### src/rtl/sap_control_unit_if.sv
// Control-unit <-> SAP-1 datapath bundle: the opcode and flags go into the sequencer,
// and the microstep plus every bus-enable/load strobe come out of it.
interface sap_control_unit_if #(
    parameter int OP_WIDTH   = 4,
    parameter int STEP_WIDTH = 3
);
    logic [OP_WIDTH-1:0]   opcode;
    logic                  carry;
    logic                  zero;
    logic [STEP_WIDTH-1:0] t_state;
    logic                  hlt;
    logic                  mi;
    logic                  ri;
    logic                  ro;
    logic                  ii;
    logic                  io;
    logic                  ai;
    logic                  ao;
    logic                  eo;
    logic                  su;
    logic                  bi;
    logic                  oi;
    logic                  ce;
    logic                  co;
    logic                  j;
    logic                  fi;

    modport master (
        input  opcode, carry, zero,
        output t_state, hlt, mi, ri, ro, ii, io, ai, ao, eo, su, bi, oi, ce, co, j, fi
    );

    modport slave (
        output opcode, carry, zero,
        input  t_state, hlt, mi, ri, ro, ii, io, ai, ao, eo, su, bi, oi, ce, co, j, fi
    );
endinterface

### src/rtl/sap_control_unit.sv
// SAP-1 microcoded sequencer: a fixed T-state ring per instruction plus a RUN/HALTED mode.
// The control word is a pure decode of the registered step/mode, the opcode and the flags.
module sap_control_unit #(
    parameter int OP_WIDTH   = 4,
    parameter int NUM_STEPS  = 5,
    parameter int STEP_WIDTH = 3
) (
    input  logic                  clk,
    input  logic                  rst,
    sap_control_unit_if.master    bus
);
    localparam logic [0:0] MODE_RUN    = 1'b0;
    localparam logic [0:0] MODE_HALTED = 1'b1;

    localparam logic [OP_WIDTH-1:0] OP_LDA = OP_WIDTH'(4'b0001);
    localparam logic [OP_WIDTH-1:0] OP_ADD = OP_WIDTH'(4'b0010);
    localparam logic [OP_WIDTH-1:0] OP_SUB = OP_WIDTH'(4'b0011);
    localparam logic [OP_WIDTH-1:0] OP_STA = OP_WIDTH'(4'b0100);
    localparam logic [OP_WIDTH-1:0] OP_LDI = OP_WIDTH'(4'b0101);
    localparam logic [OP_WIDTH-1:0] OP_JMP = OP_WIDTH'(4'b0110);
    localparam logic [OP_WIDTH-1:0] OP_JC  = OP_WIDTH'(4'b0111);
    localparam logic [OP_WIDTH-1:0] OP_JZ  = OP_WIDTH'(4'b1000);
    localparam logic [OP_WIDTH-1:0] OP_OUT = OP_WIDTH'(4'b1110);
    localparam logic [OP_WIDTH-1:0] OP_HLT = OP_WIDTH'(4'b1111);

    localparam logic [STEP_WIDTH-1:0] STEP_T0   = STEP_WIDTH'(0);
    localparam logic [STEP_WIDTH-1:0] STEP_T1   = STEP_WIDTH'(1);
    localparam logic [STEP_WIDTH-1:0] STEP_T2   = STEP_WIDTH'(2);
    localparam logic [STEP_WIDTH-1:0] STEP_T3   = STEP_WIDTH'(3);
    localparam logic [STEP_WIDTH-1:0] STEP_T4   = STEP_WIDTH'(4);
    localparam logic [STEP_WIDTH-1:0] STEP_LAST = STEP_WIDTH'(NUM_STEPS - 1);

    localparam int B_HLT = 15;
    localparam int B_MI  = 14;
    localparam int B_RI  = 13;
    localparam int B_RO  = 12;
    localparam int B_II  = 11;
    localparam int B_IO  = 10;
    localparam int B_AI  = 9;
    localparam int B_AO  = 8;
    localparam int B_EO  = 7;
    localparam int B_SU  = 6;
    localparam int B_BI  = 5;
    localparam int B_OI  = 4;
    localparam int B_CE  = 3;
    localparam int B_CO  = 2;
    localparam int B_J   = 1;
    localparam int B_FI  = 0;

    logic [STEP_WIDTH-1:0] step_r;
    logic [0:0]            mode_r;
    logic [15:0]           ctrl_s;

    // Step ring and run/halt mode; HLT freezes the ring at T2 until reset.
    always_ff @(posedge clk) begin
        if (rst) begin
            step_r <= {STEP_WIDTH{1'b0}};
            mode_r <= MODE_RUN;
        end else begin
            case (mode_r)
                MODE_RUN: begin
                    if ((step_r == STEP_T2) && (bus.opcode == OP_HLT)) begin
                        mode_r <= MODE_HALTED;
                    end else if (step_r == STEP_LAST) begin
                        step_r <= {STEP_WIDTH{1'b0}};
                    end else begin
                        step_r <= step_r + STEP_WIDTH'(1);
                    end
                end
                MODE_HALTED: begin
                    mode_r <= MODE_HALTED;
                end
                default: begin
                    step_r <= {STEP_WIDTH{1'b0}};
                    mode_r <= MODE_RUN;
                end
            endcase
        end
    end

    // Microcode decode; reset forces a quiet word so an aborted instruction emits nothing.
    always_comb begin
        ctrl_s = 16'h0000;
        if (rst) begin
            ctrl_s = 16'h0000;
        end else if (mode_r == MODE_HALTED) begin
            ctrl_s[B_HLT] = 1'b1;
        end else begin
            case (step_r)
                STEP_T0: begin
                    ctrl_s[B_CO] = 1'b1;
                    ctrl_s[B_MI] = 1'b1;
                end
                STEP_T1: begin
                    ctrl_s[B_RO] = 1'b1;
                    ctrl_s[B_II] = 1'b1;
                    ctrl_s[B_CE] = 1'b1;
                end
                STEP_T2: begin
                    case (bus.opcode)
                        OP_LDA, OP_ADD, OP_SUB, OP_STA: begin
                            ctrl_s[B_IO] = 1'b1;
                            ctrl_s[B_MI] = 1'b1;
                        end
                        OP_LDI: begin
                            ctrl_s[B_IO] = 1'b1;
                            ctrl_s[B_AI] = 1'b1;
                        end
                        OP_JMP: begin
                            ctrl_s[B_IO] = 1'b1;
                            ctrl_s[B_J]  = 1'b1;
                        end
                        OP_JC: begin
                            ctrl_s[B_IO] = 1'b1;
                            ctrl_s[B_J]  = bus.carry;
                        end
                        OP_JZ: begin
                            ctrl_s[B_IO] = 1'b1;
                            ctrl_s[B_J]  = bus.zero;
                        end
                        OP_OUT: begin
                            ctrl_s[B_AO] = 1'b1;
                            ctrl_s[B_OI] = 1'b1;
                        end
                        OP_HLT: begin
                            ctrl_s[B_HLT] = 1'b1;
                        end
                        default: begin
                            ctrl_s = 16'h0000;
                        end
                    endcase
                end
                STEP_T3: begin
                    case (bus.opcode)
                        OP_LDA: begin
                            ctrl_s[B_RO] = 1'b1;
                            ctrl_s[B_AI] = 1'b1;
                        end
                        OP_ADD, OP_SUB: begin
                            ctrl_s[B_RO] = 1'b1;
                            ctrl_s[B_BI] = 1'b1;
                        end
                        OP_STA: begin
                            ctrl_s[B_AO] = 1'b1;
                            ctrl_s[B_RI] = 1'b1;
                        end
                        default: begin
                            ctrl_s = 16'h0000;
                        end
                    endcase
                end
                STEP_T4: begin
                    case (bus.opcode)
                        OP_ADD, OP_SUB: begin
                            ctrl_s[B_EO] = 1'b1;
                            ctrl_s[B_AI] = 1'b1;
                            ctrl_s[B_FI] = 1'b1;
                            ctrl_s[B_SU] = (bus.opcode == OP_SUB);
                        end
                        default: begin
                            ctrl_s = 16'h0000;
                        end
                    endcase
                end
                default: begin
                    ctrl_s = 16'h0000;
                end
            endcase
        end
    end

    assign bus.t_state = step_r;
    assign bus.hlt     = ctrl_s[B_HLT];
    assign bus.mi      = ctrl_s[B_MI];
    assign bus.ri      = ctrl_s[B_RI];
    assign bus.ro      = ctrl_s[B_RO];
    assign bus.ii      = ctrl_s[B_II];
    assign bus.io      = ctrl_s[B_IO];
    assign bus.ai      = ctrl_s[B_AI];
    assign bus.ao      = ctrl_s[B_AO];
    assign bus.eo      = ctrl_s[B_EO];
    assign bus.su      = ctrl_s[B_SU];
    assign bus.bi      = ctrl_s[B_BI];
    assign bus.oi      = ctrl_s[B_OI];
    assign bus.ce      = ctrl_s[B_CE];
    assign bus.co      = ctrl_s[B_CO];
    assign bus.j       = ctrl_s[B_J];
    assign bus.fi      = ctrl_s[B_FI];
endmodule

### src/flat_wrapper.sv
// flat-port wrapper written by rule: the top's interface ports become plain ports
module sap_control_unit_flat 
#(
    parameter int OP_WIDTH   = 4,
    parameter int NUM_STEPS  = 5,
    parameter int STEP_WIDTH = 3
)
  (clk, rst, bus_opcode, bus_carry, bus_zero, bus_t_state, bus_hlt, bus_mi, bus_ri, bus_ro, bus_ii, bus_io, bus_ai, bus_ao, bus_eo, bus_su, bus_bi, bus_oi, bus_ce, bus_co, bus_j, bus_fi);
  sap_control_unit_if #(.OP_WIDTH(OP_WIDTH), .STEP_WIDTH(STEP_WIDTH)) bus_i ();
  input  logic clk;
  input  logic rst;
  input wire logic [$bits(bus_i.opcode)-1:0] bus_opcode;
  input wire logic [$bits(bus_i.carry)-1:0] bus_carry;
  input wire logic [$bits(bus_i.zero)-1:0] bus_zero;
  output wire logic [$bits(bus_i.t_state)-1:0] bus_t_state;
  output wire logic [$bits(bus_i.hlt)-1:0] bus_hlt;
  output wire logic [$bits(bus_i.mi)-1:0] bus_mi;
  output wire logic [$bits(bus_i.ri)-1:0] bus_ri;
  output wire logic [$bits(bus_i.ro)-1:0] bus_ro;
  output wire logic [$bits(bus_i.ii)-1:0] bus_ii;
  output wire logic [$bits(bus_i.io)-1:0] bus_io;
  output wire logic [$bits(bus_i.ai)-1:0] bus_ai;
  output wire logic [$bits(bus_i.ao)-1:0] bus_ao;
  output wire logic [$bits(bus_i.eo)-1:0] bus_eo;
  output wire logic [$bits(bus_i.su)-1:0] bus_su;
  output wire logic [$bits(bus_i.bi)-1:0] bus_bi;
  output wire logic [$bits(bus_i.oi)-1:0] bus_oi;
  output wire logic [$bits(bus_i.ce)-1:0] bus_ce;
  output wire logic [$bits(bus_i.co)-1:0] bus_co;
  output wire logic [$bits(bus_i.j)-1:0] bus_j;
  output wire logic [$bits(bus_i.fi)-1:0] bus_fi;
  assign bus_i.opcode = bus_opcode;
  assign bus_i.carry = bus_carry;
  assign bus_i.zero = bus_zero;
  assign bus_t_state = bus_i.t_state;
  assign bus_hlt = bus_i.hlt;
  assign bus_mi = bus_i.mi;
  assign bus_ri = bus_i.ri;
  assign bus_ro = bus_i.ro;
  assign bus_ii = bus_i.ii;
  assign bus_io = bus_i.io;
  assign bus_ai = bus_i.ai;
  assign bus_ao = bus_i.ao;
  assign bus_eo = bus_i.eo;
  assign bus_su = bus_i.su;
  assign bus_bi = bus_i.bi;
  assign bus_oi = bus_i.oi;
  assign bus_ce = bus_i.ce;
  assign bus_co = bus_i.co;
  assign bus_j = bus_i.j;
  assign bus_fi = bus_i.fi;
  sap_control_unit #(.OP_WIDTH(OP_WIDTH), .NUM_STEPS(NUM_STEPS), .STEP_WIDTH(STEP_WIDTH)) u_core (.clk(clk), .rst(rst), .bus(bus_i));
endmodule
### config.mk
export PLATFORM = sky130hd
export DESIGN_NAME = sap_control_unit_flat
export DESIGN_NICKNAME = d
export VERILOG_FILES = /design/src/rtl/sap_control_unit_if.sv /design/src/rtl/sap_control_unit.sv /design/src/flat_wrapper.sv
export SDC_FILE = /design/constraint.sdc
export NUM_CORES = 1
export LEC_CHECK = 0
export ABC_AREA = 1
export BUFFER_PORTS_ARGS = -buffer_cell sky130_fd_sc_hd__buf_4
export CAP_MARGIN = 15
export CORE_UTILIZATION = 25
export DETAILED_ROUTE_END_ITERATION = 10
export SYNTH_ARGS = -nofsm -noshare
export SYNTH_HDL_FRONTEND = slang
export SYNTH_SLANG_ARGS = --single-unit
### constraint.sdc
create_clock -name clk -period 1.15 [get_ports clk]
set_input_delay 0.1725 -clock clk [delete_from_list [all_inputs] [get_ports clk]]
set_output_delay 0.1725 -clock clk [all_outputs]
set_load 0.005 [all_outputs]
==> results of run 1 <==
worst max-delay path by stage:
stage | endpoint | slack, ns | cells after the start
final | bus_ai | -0.42 | 7
after global routing | bus_ai | -0.51 | 7
after CTS | bus_ai | -0.41 | 9
after detailed placement | bus_io | -0.23 | 7
after global placement | bus_io | -0.21 | 7
after floorplan | bus_oi | -0.05 | 8
power groups by stage:
stage | logic, µW | clock network (µW) | registers [µW]
global placement | 397 | 0 | 189
detailed placement | 401 | 0 | 190
CTS | 467 | 199 | 190
global route | 550 | 209 | 192
floorplan | 202 | 0 | 193
finish | 498 | 195 | 190
cell type report:
class	count	area, µm²	share of cell area
Timing Repair Buffer	45	345.3	0.3119
Sequential cell	4	88.84	0.08023
Tap cell	27	33.78	0.03051
Inverter	16	72.57	0.06554
Multi-Input combinational cell	72	540.5	0.4881
Clock buffer	4	26.28	0.02373
worst register-to-register path, cell delays in order (launching register included):
cell	delay (ns)
dfxtp_4	0.36
inv_6	0.07
ha_4	0.14
nand2_4	0.06
buf_4	0.14
buf_4	0.12
nand2_2	0.05
nand3_2	0.07
nand2_1	0.08
nor2_1	0.04
registers in the layout, indices dropped and copies added (netlist names):
name and cells:
u_core.bus.t_state 3, u_core.mode_r 1
metal layers:
layer  part of all wire  wire length, µm  GRT usage
met5                  0                0          0
met4              0.010               17    0.06286
met3              0.050               84    0.04231
met2               0.52              873     0.2740
met1               0.42              718     0.1678
layout by cell type (no fill, tap or decap), types with 2 or more instances in the layout:
cell	count
buf_4	43
nor2_1	13
nand2_1	12
inv_1	9
nor2_2	6
a21oi_1	5
nand2_2	4
ha_4	4
inv_4	3
nor2_4	3
inv_2	3
nor3_2	3
nor3_1	3
nand3_2	3
clkbuf_4	3
nand2_4	2
o21ai_2	2
a21oi_2	2
nand3_1	2
buf_6	2
dfxtp_4	2
logic make-up (layout without fill, tap and decap cells):
family	Yosys count	count (layout)	share of synthesized area
AO/OA/AOI/OAI	14	14	0.1516
adder cells (fa/ha/maj)	5	5	0.1222
buffers and inverters	16	65	0.1174
flip-flops	4	4	0.1565
AND/OR/NAND/NOR	53	53	0.4523
stage by stage:
stage,setup WS (ns),power [µW],hold WS [ns],TNS (ns)
3_5_place_dp,-0.2321,591.4,0.4902,-2.034
3_3_place_gp,-0.2109,585.5,0.4820,-1.826
2_1_floorplan,-0.04650,394.6,0.2416,-0.1415
6_report,-0.4239,883.5,0.2639,-5.514
4_1_cts,-0.4141,855.6,0.2549,-5.729
5_1_grt,-0.5063,951.2,0.2703,-6.874
repair_timing:
item                       in CTS  in global routing
buffers inserted                3                  1
resized for setup              18                 12
pin swaps                      11                  3
gates cloned                    0                  0
setup endpoints to repair      19                 20
==> metrics.txt, run 1 <==
status=complete, but fails checks; violated checks=setup timing; WL final=1.693 mm; Final Hold Fails=0; DRC=0; Avg Cell Area, Syn=5.562 µm²; RSZ-0062 raised after global routing=yes; Cells after DPL=160; Slowest-stage cell, CP=dfxtp_4; Layout Skew=0.004896 ns; RR Endpoint=u_core.bus.t_state[0]; Core Area=1942 µm²; IO Port Bufs=26; fin area=1107 µm²; Synth Instances=92; post-layout min period=1.574 ns; power per standard cell area=797.9 nW/µm²; FP Rows=16; beginning of the worst hold path=rst; Final HPWL DP=1.279 mm; CTS Hold Bufs=0; Worst-path clk slew=0.04 ns; synth top area cells=dfxtp_1, nand2_1, nor2_1; fill cell count=183; Worst VDD drop=811.3 µV; syn_nets=105; GRT overflow=0; hold endpoint=u_core.mode_r; CTS Buf Count=3; CP Cell Sequence=ha_4 > ha_4 > nand3_2 > o21ai_2 > nor2_1 > nor2_1 > buf_4; fin nets=155; Layout area overhead=116.4%; crit path from=u_core.bus.t_state[1]; Clock Tree Root=clkbuf_4; H-tree levels=1; Yosys top cell by area=dfxtp_1; WHS Path Cells=3; DIE WIDTH=47.25 µm; gpl congestion=0.8112; number of global-route vias before repair=623; via/cell ratio=4.476; area post-placement=944.7 µm²; Vias=752; crit start category=flip-flop; first-pass GRT wire length=2.435 mm; Post-synth ARST share=0; post-route setup slack=-0.4239 ns; cell family with most CP delay=flip-flops; CTS sink cnt=4; Die ar.=2232 µm²; Detailed Route Iter0 Violations=10; Syn. warnings=0; synthesized flop and latch total=4; maximum operating frequency=635.4 MHz; mean routed wirelength per cell=10.08 µm; r2r setup slk=-0.09 ns; CP Class=flip-flop to output pin; data required time of the worst path=0.98 ns; EDFF count, synth=0; Starting Density=0.2635; crit end category=output pin; Post-Syn Area=511.7 µm²; Pleak=0.0005196 µW; # setup viols final=18; maximum number of pins on one net before global-route repair=8; Comb power frac=0.564; share of the synthesized area in the top cell type=0.1565; crit path max fanout=4; Int Pwr=549.9 µW; synth cell count leaders=nand2_1, nor2_1, inv_1, a21oi_1; Yosys cell types=17; initial antenna violation count=0; Worst Path Buf+Inv=1; ANT nets after route=0; Seq/Total Area, Yosys=0.1565; Post-Layout Cell Count=168; all-layer global routing usage=0.1530; max-cap violation count=0; R2R Path Start=u_core.bus.t_state[0]; max-slew violations=0; Worst Path Arrival=1.40 ns; Sw Share=0.3776; Slew @ Worst Pin=0.3137 ns; drt first pass iters=3; share of post-route cells with drive strength above 1=0.6454; # IOs=27; Max stage delay on crit path=0.39 ns; Final Core Density=0.5702; Net Sw Power=333.6 µW; Hold/Removal Path Class=input port to flip-flop; # diodes=0; clock share of power=0.221; Die Height=47.25 µm; commonest register cell after synthesis=dfxtp_1; R2R depth=9; CTS tree=done; Flop pwr share=0.215; final period utilization=1.369; worst skew pair latency=0.24 ns; Max Root-Sink Buffers=2; Slew headroom=0.7901
No activity file was read; power rests on OpenSTA's default activity.
==> run 2: changes to the inputs <==
--- a/config.mk
+++ b/config.mk
@@ -10,6 +10,7 @@
 export CAP_MARGIN = 15
 export CORE_UTILIZATION = 25
 export DETAILED_ROUTE_END_ITERATION = 10
+export PLACE_DENSITY_LB_ADDON = 0.12
 export SYNTH_ARGS = -nofsm -noshare
 export SYNTH_HDL_FRONTEND = slang
 export SYNTH_SLANG_ARGS = --single-unit
==> metrics.txt, run 2 (synthesized netlist as in run 1, its figures left out) <==
Layout Skew=0.001725 ns (-0.003171 ns); GRT busiest layer=met2; Final Hold Fails=0 (unchanged); CP Cell Sequence=inv_4 > ha_4 > inv_2 > nor2_4 > nand3_2 > nor2_1 > nand2_1 > inv_1 > buf_4; post-layout min period=1.565 ns (-0.008585 ns); data required time of the worst path=0.98 ns (about the same); Setup WS pre-CTS=-0.2320 ns (+0.0001110 ns); first-pass GRT wire length=2.415 mm (-0.82%); Vias=768 (+2.1%); Worst Path Arrival=1.39 ns (about the same); power per standard cell area=790.9 nW/µm² (-0.88%); gpl congestion=0.7947 (-2.0%); drt first pass iters=2 (-1); Pleak=0.0005363 µW (+3.2%); # setup viols final=19 (+1); crit path max fanout=4 (unchanged); Starting Density=0.2635 (unchanged); Max stage delay on crit path=0.36 ns (-0.03 ns); Layout area overhead=121.5%; max-slew violations=0 (unchanged); Worst-path clk slew=0.04 ns (about the same); Slew @ Worst Pin=0.3410 ns (+0.02723 ns); DIE WIDTH=47.25 µm (unchanged); DRC=0 (unchanged); status=complete, but fails checks; IO Port Bufs=26 (unchanged); share of post-route cells with drive strength above 1=0.6458 (about the same); most frequent cells in the layout=buf_4, nand2_1, nor2_1; met3 usage=0.02308 (-0.01923); Hold/Removal Path Class=input port to flip-flop; Worst Path Buf+Inv=4 (+3); Cells after DPL=163 (+1.9%); crit start category=flip-flop; Clock Tree Root=clkbuf_4; # diodes=0 (unchanged); FP Rows=16 (unchanged); Worst VDD drop=663.9 µV (-18%); CP Class=flip-flop to output pin; all-layer global routing usage=0.1539 (+0.0009008); final period utilization=1.361 (-0.007465); Slowest-stage cell, CP=dfxtp_4; number of global-route vias before repair=613 (-1.6%); ANT nets after route=0 (unchanged); maximum operating frequency=638.8 MHz (+0.55%); max reg flops=3 (unchanged); grt met1 use=0.1886 (+0.02084); max-cap violation count=0 (unchanged); fin area=1134 µm² (+2.4%); Slew headroom=0.7719 (-0.01822); maximum number of pins on one net before global-route repair=8 (unchanged); H-tree levels=1 (unchanged); worst skew pair latency=0.23 ns (about the same); CTS Buf Count=3 (unchanged); # IOs=27 (unchanged); WL final=1.684 mm (-0.53%); GRT overflow=0 (unchanged); Die ar.=2232 µm² (unchanged); initial antenna violation count=0 (unchanged); Core Area=1942 µm² (unchanged); Max Root-Sink Buffers=2 (unchanged); Post-Layout Cell Count=171 (+1.8%); crit end category=output pin; RSZ-0062 raised after global routing=yes; violated checks=setup timing; Detailed Route Iter0 Violations=5 (-5); Final HPWL DP=1.299 mm (+1.6%); Die Height=47.25 µm (unchanged); post-route setup slack=-0.4154 ns (+0.008585 ns); cell family with most CP delay=simple AND/OR/NAND/NOR gates; commonest non-fill, non-tap cell in the layout=buf_4; mean routed wirelength per cell=9.848 µm (-2.3%); fin nets=158 (+1.9%); met2 Resource Use GR=0.2630 (-0.01096); area post-placement=967.2 µm² (+2.4%); CTS sink cnt=4 (unchanged); CTS tree=done; via/cell ratio=4.491 (+0.34%)
run 2: timing repair:
item / 4_1_cts / 5_1_grt
hold buffers: 0 / 0
buffers inserted: 3 / 2
gates resized for setup: 20 / 13
setup endpoints to repair: 19 / 20
pin swaps: 9 / 4
run 2: final timing paths:
| check | from | end | slack [ns] | cells after the start |
|---|---|---|---|---|
| max | u_core.bus.t_state[0] | bus_oi | -0.42 | 9 |
| min reg2reg | u_core.mode_r | u_core.bus.t_state[2] | 0.62 | 3 |
| min | rst | u_core.mode_r | 0.25 | 3 |
| max reg2reg | u_core.bus.t_state[0] | u_core.bus.t_state[0] | -0.20 | 10 |
run 2: per-layer routing:
| layer | up-vias | wire (µm) |
|---|---|---|
| met3 | 0 | 40 |
| met2 | 16 | 877 |
| met4 | 0 | 0 |
| met5 | - | 0 |
| met1 | 349 | 766 |
| li1 | 403 | - |
run 2: stage by stage:
stage | utilization | hold slack (ns) | TNS [ns] | total power [µW]
CTS | 0.5586 | 0.2457 | -5.895 | 874.5
detailed placement | 0.4981 | 0.4872 | -2.152 | 596.7
finish | 0.5838 | 0.2521 | -5.666 | 896.5
global placement | 0.4981 | 0.4838 | -2.065 | 593.9
floorplan | - | 0.2416 | -0.1415 | 394.6
global route | 0.5838 | 0.2659 | -7.137 | 969.0
run 2: power breakdown:
part	internal, µW	total, µW	switching, µW	leakage [µW]
combinational	271	516	245	0.000487
sequential	158	189	30.5	0.0000345
clock	130	192	61.4	0.0000150
run 2: cell type report:
class,instances,area (µm²)
Fill cell,200,808.3
Multi-Input combinational cell,72,539.3
Timing Repair Buffer,48,375.4
Sequential cell,4,88.84
Inverter,16,70.07
Tap cell,27,33.78
Clock buffer,4,26.28
run 2: worst reg2reg max path: stages, from the launching register on:
cell,delay (ns)
dfxtp_4,0.36
inv_4,0.08
ha_4,0.15
nand2_4,0.06
buf_4,0.13
buf_4,0.12
buf_4,0.12
nand2_2,0.04
nand3_1,0.07
nand2_1,0.07
nor2_1,0.04
==> run 3: changes to the inputs <==
--- a/config.mk
+++ b/config.mk
@@ -8,8 +8,10 @@
 export ABC_AREA = 1
 export BUFFER_PORTS_ARGS = -buffer_cell sky130_fd_sc_hd__buf_4
 export CAP_MARGIN = 15
-export CORE_UTILIZATION = 25
+export CORE_AREA = 2 2 39 41
+export CTS_BUF_LIST = sky130_fd_sc_hd__clkbuf_4
 export DETAILED_ROUTE_END_ITERATION = 10
+export DIE_AREA = 0 0 41 43
 export PLACE_DENSITY_LB_ADDON = 0.12
 export SYNTH_ARGS = -nofsm -noshare
 export SYNTH_HDL_FRONTEND = slang
==> metrics.txt, run 3 (synthesized netlist as in run 1, its figures left out) <==
Clock Tree Root=clkbuf_4; ANT nets after route=0 (unchanged); most frequent cells in the layout=buf_4, nand2_1, nor2_1; Final HPWL DP=1.437 mm (+11%); maximum operating frequency=597.5 MHz (-6.5%); post-route setup slack=-0.5237 ns (-0.1084 ns); Core Area=1384 µm² (-29%); Pleak=0.0005874 µW (+9.5%); Layout Skew=0.009950 ns (+0.008225 ns); mean routed wirelength per cell=13.87 µm (+41%); gpl congestion=0.7583 (-4.6%); Worst VDD drop=867.2 µV (+31%); CP Class=flip-flop to output pin; crit path from=u_core.bus.t_state[0]; max reg flops=3 (unchanged); CTS tree=done; violated checks=setup timing; max-slew violations=0 (unchanged); r2r setup slk=-0.20 ns (about the same); power per standard cell area=798.6 nW/µm² (+0.97%); Flop pwr share=0.201 (-0.010); GRT overflow=0 (unchanged); Net Sw Power=350.1 µW (+3.9%); crit path max fanout=3 (-1); Hold WS=0.2786 ns (+0.02652 ns); Slew headroom=0.7556 (-0.01627); Layout area overhead=130.3%; # IOs=27 (unchanged); met2 Resource Use GR=0.4281 (+0.1651); Max Root-Sink Buffers=2 (unchanged); # diodes=0 (unchanged); fill cell count=89 (-56%); fin area=1179 µm² (+4.0%); number of global-route vias before repair=731 (+19%); Worst Path Arrival=1.50 ns (+0.11 ns); maximum number of pins on one net before global-route repair=8 (unchanged); status=complete, but fails checks; Starting Density=0.3698 (+0.1063); RSZ-0062 raised after global routing=yes; Die ar.=1763 µm² (-21%); Slew @ Worst Pin=0.3653 ns (+0.02432 ns); drt first pass iters=4 (+2); grt met1 use=0.2765 (+0.08789); Die Height=43 µm (-9.0%); R2R Path Start=u_core.bus.t_state[0]; final period utilization=1.455 (+0.09423); all-layer global routing usage=0.2520 (+0.09810); R2R depth=9 (-1); Post-Layout Cell Count=166 (-2.9%); CTS sink cnt=4 (unchanged); Cells after DPL=152 (-6.7%); Critical Path End=bus_ao; RR Endpoint=u_core.bus.t_state[0]; DRC=0 (unchanged); share of post-route cells with drive strength above 1=0.6733 (+0.02750); WL final=2.303 mm (+37%); first-pass GRT wire length=3.063 mm (+27%); H-tree levels=1 (unchanged); Setup WS pre-CTS=-0.2529 ns (-0.02093 ns); Comb power frac=0.577 (+0.002); CTS Buf Count=3 (unchanged); Vias=842 (+9.6%); IO Port Bufs=26 (unchanged); met3 usage=0.04712 (+0.02404); most used cell, CP=nor2_1; # setup viols final=21 (+2); Final Hold Fails=0 (unchanged); Hold/Removal Path Class=input port to flip-flop; Detailed Route Iter0 Violations=13 (+8); via/cell ratio=5.072 (+13%); Slowest-stage cell, CP=dfxtp_4; data required time of the worst path=0.98 ns (about the same); worst skew pair latency=0.24 ns (about the same); FP Rows=14 (-2); Sw Share=0.3719 (-0.003717); clock share of power=0.222 (+0.008); Int Pwr=591.1 µW (+5.6%); Worst-path clk slew=0.04 ns (about the same); GRT busiest layer=met2; area post-placement=953.4 µm² (-1.4%); initial antenna violation count=0 (unchanged); crit end category=output pin; DIE WIDTH=41 µm (-13%); max-cap violation count=0 (unchanged); Max stage delay on crit path=0.37 ns (about the same); commonest non-fill, non-tap cell in the layout=buf_4; crit start category=flip-flop; post-layout min period=1.674 ns (+0.1084 ns); WHS Path Cells=3 (unchanged); CTS Hold Bufs=0 (unchanged); CP Cell Sequence=inv_4 > ha_4 > nor2_1 > nor2_1 > o21ai_1 > a21oi_1 > buf_4; fin nets=164 (+3.8%)
[run 3: cell count changes in the layout (fill, tap and decap cells not counted), sizes merged]
cell / delta
buf: +6
[run 3: layer usage]
| layer | share of wire | vias up |
|---|---|---|
| li1 | - | 410 |
| met1 | 0.37 | 398 |
| met2 | 0.57 | 28 |
| met3 | 0.041 | 6 |
| met4 | 0.018 | 0 |
| met5 | 0 | - |
[run 3: cell type report]
cell class | count | area, µm² | share of cell area
Multi-Input combinational cell | 72 | 559.3 | 0.4745
Timing Repair Buffer | 54 | 412.9 | 0.3503
Sequential cell | 4 | 88.84 | 0.07537
Inverter | 16 | 67.56 | 0.05732
Clock buffer | 4 | 30.03 | 0.02548
Tap cell | 16 | 20.02 | 0.01699
[run 3: per-stage QoR]
stage / setup TNS, ns / utilization / total power [µW]
after detailed placement: -2.222 / 0.6890 / 600.4
after global routing: -8.510 / 0.8517 / 1003
final: -7.153 / 0.8517 / 941.2
after global placement: -1.836 / 0.6890 / 588.4
after floorplan: -0.1415 / - / 394.6
after CTS: -6.482 / 0.7993 / 890.9
[run 3: worst max-delay path, delay by kind of cell, from the launching register on]
family / cells / cell delay (ns)
DFF: 1 / 0.37
AOI/OAI and AO/OA: 2 / 0.33
buffers and inverters: 2 / 0.20
and+or+nand+nor: 2 / 0.19
adders and majority gates: 1 / 0.16
[run 3: worst min-delay path by stage]
stage	startpoint	endpoint	slack, ns
after CTS	rst	u_core.mode_r	0.26
after global placement	rst	u_core.mode_r	0.49
after detailed placement	rst	u_core.mode_r	0.49
final	rst	u_core.bus.t_state[2]	0.28
after global routing	rst	u_core.bus.t_state[2]	0.29
after floorplan	rst	u_core.bus.t_state[2]	0.24
[run 3: power by group through the flow]
stage	Sequential [µW]	Combinational (µW)	Clock (µW)
3_5_place_dp	190	410	0
2_1_floorplan	193	202	0
5_1_grt	190	592	221
4_1_cts	188	484	219
6_report	189	543	209
3_3_place_gp	189	400	0
[run 3: what timing repair did]
action | 4_1_cts | 5_1_grt
gates resized for setup | 19 | 10
cloned | 0 | 0
endpoints found under the setup margin | 19 | 20
setup buffers | 6 | 4
pin swaps | 9 | 13
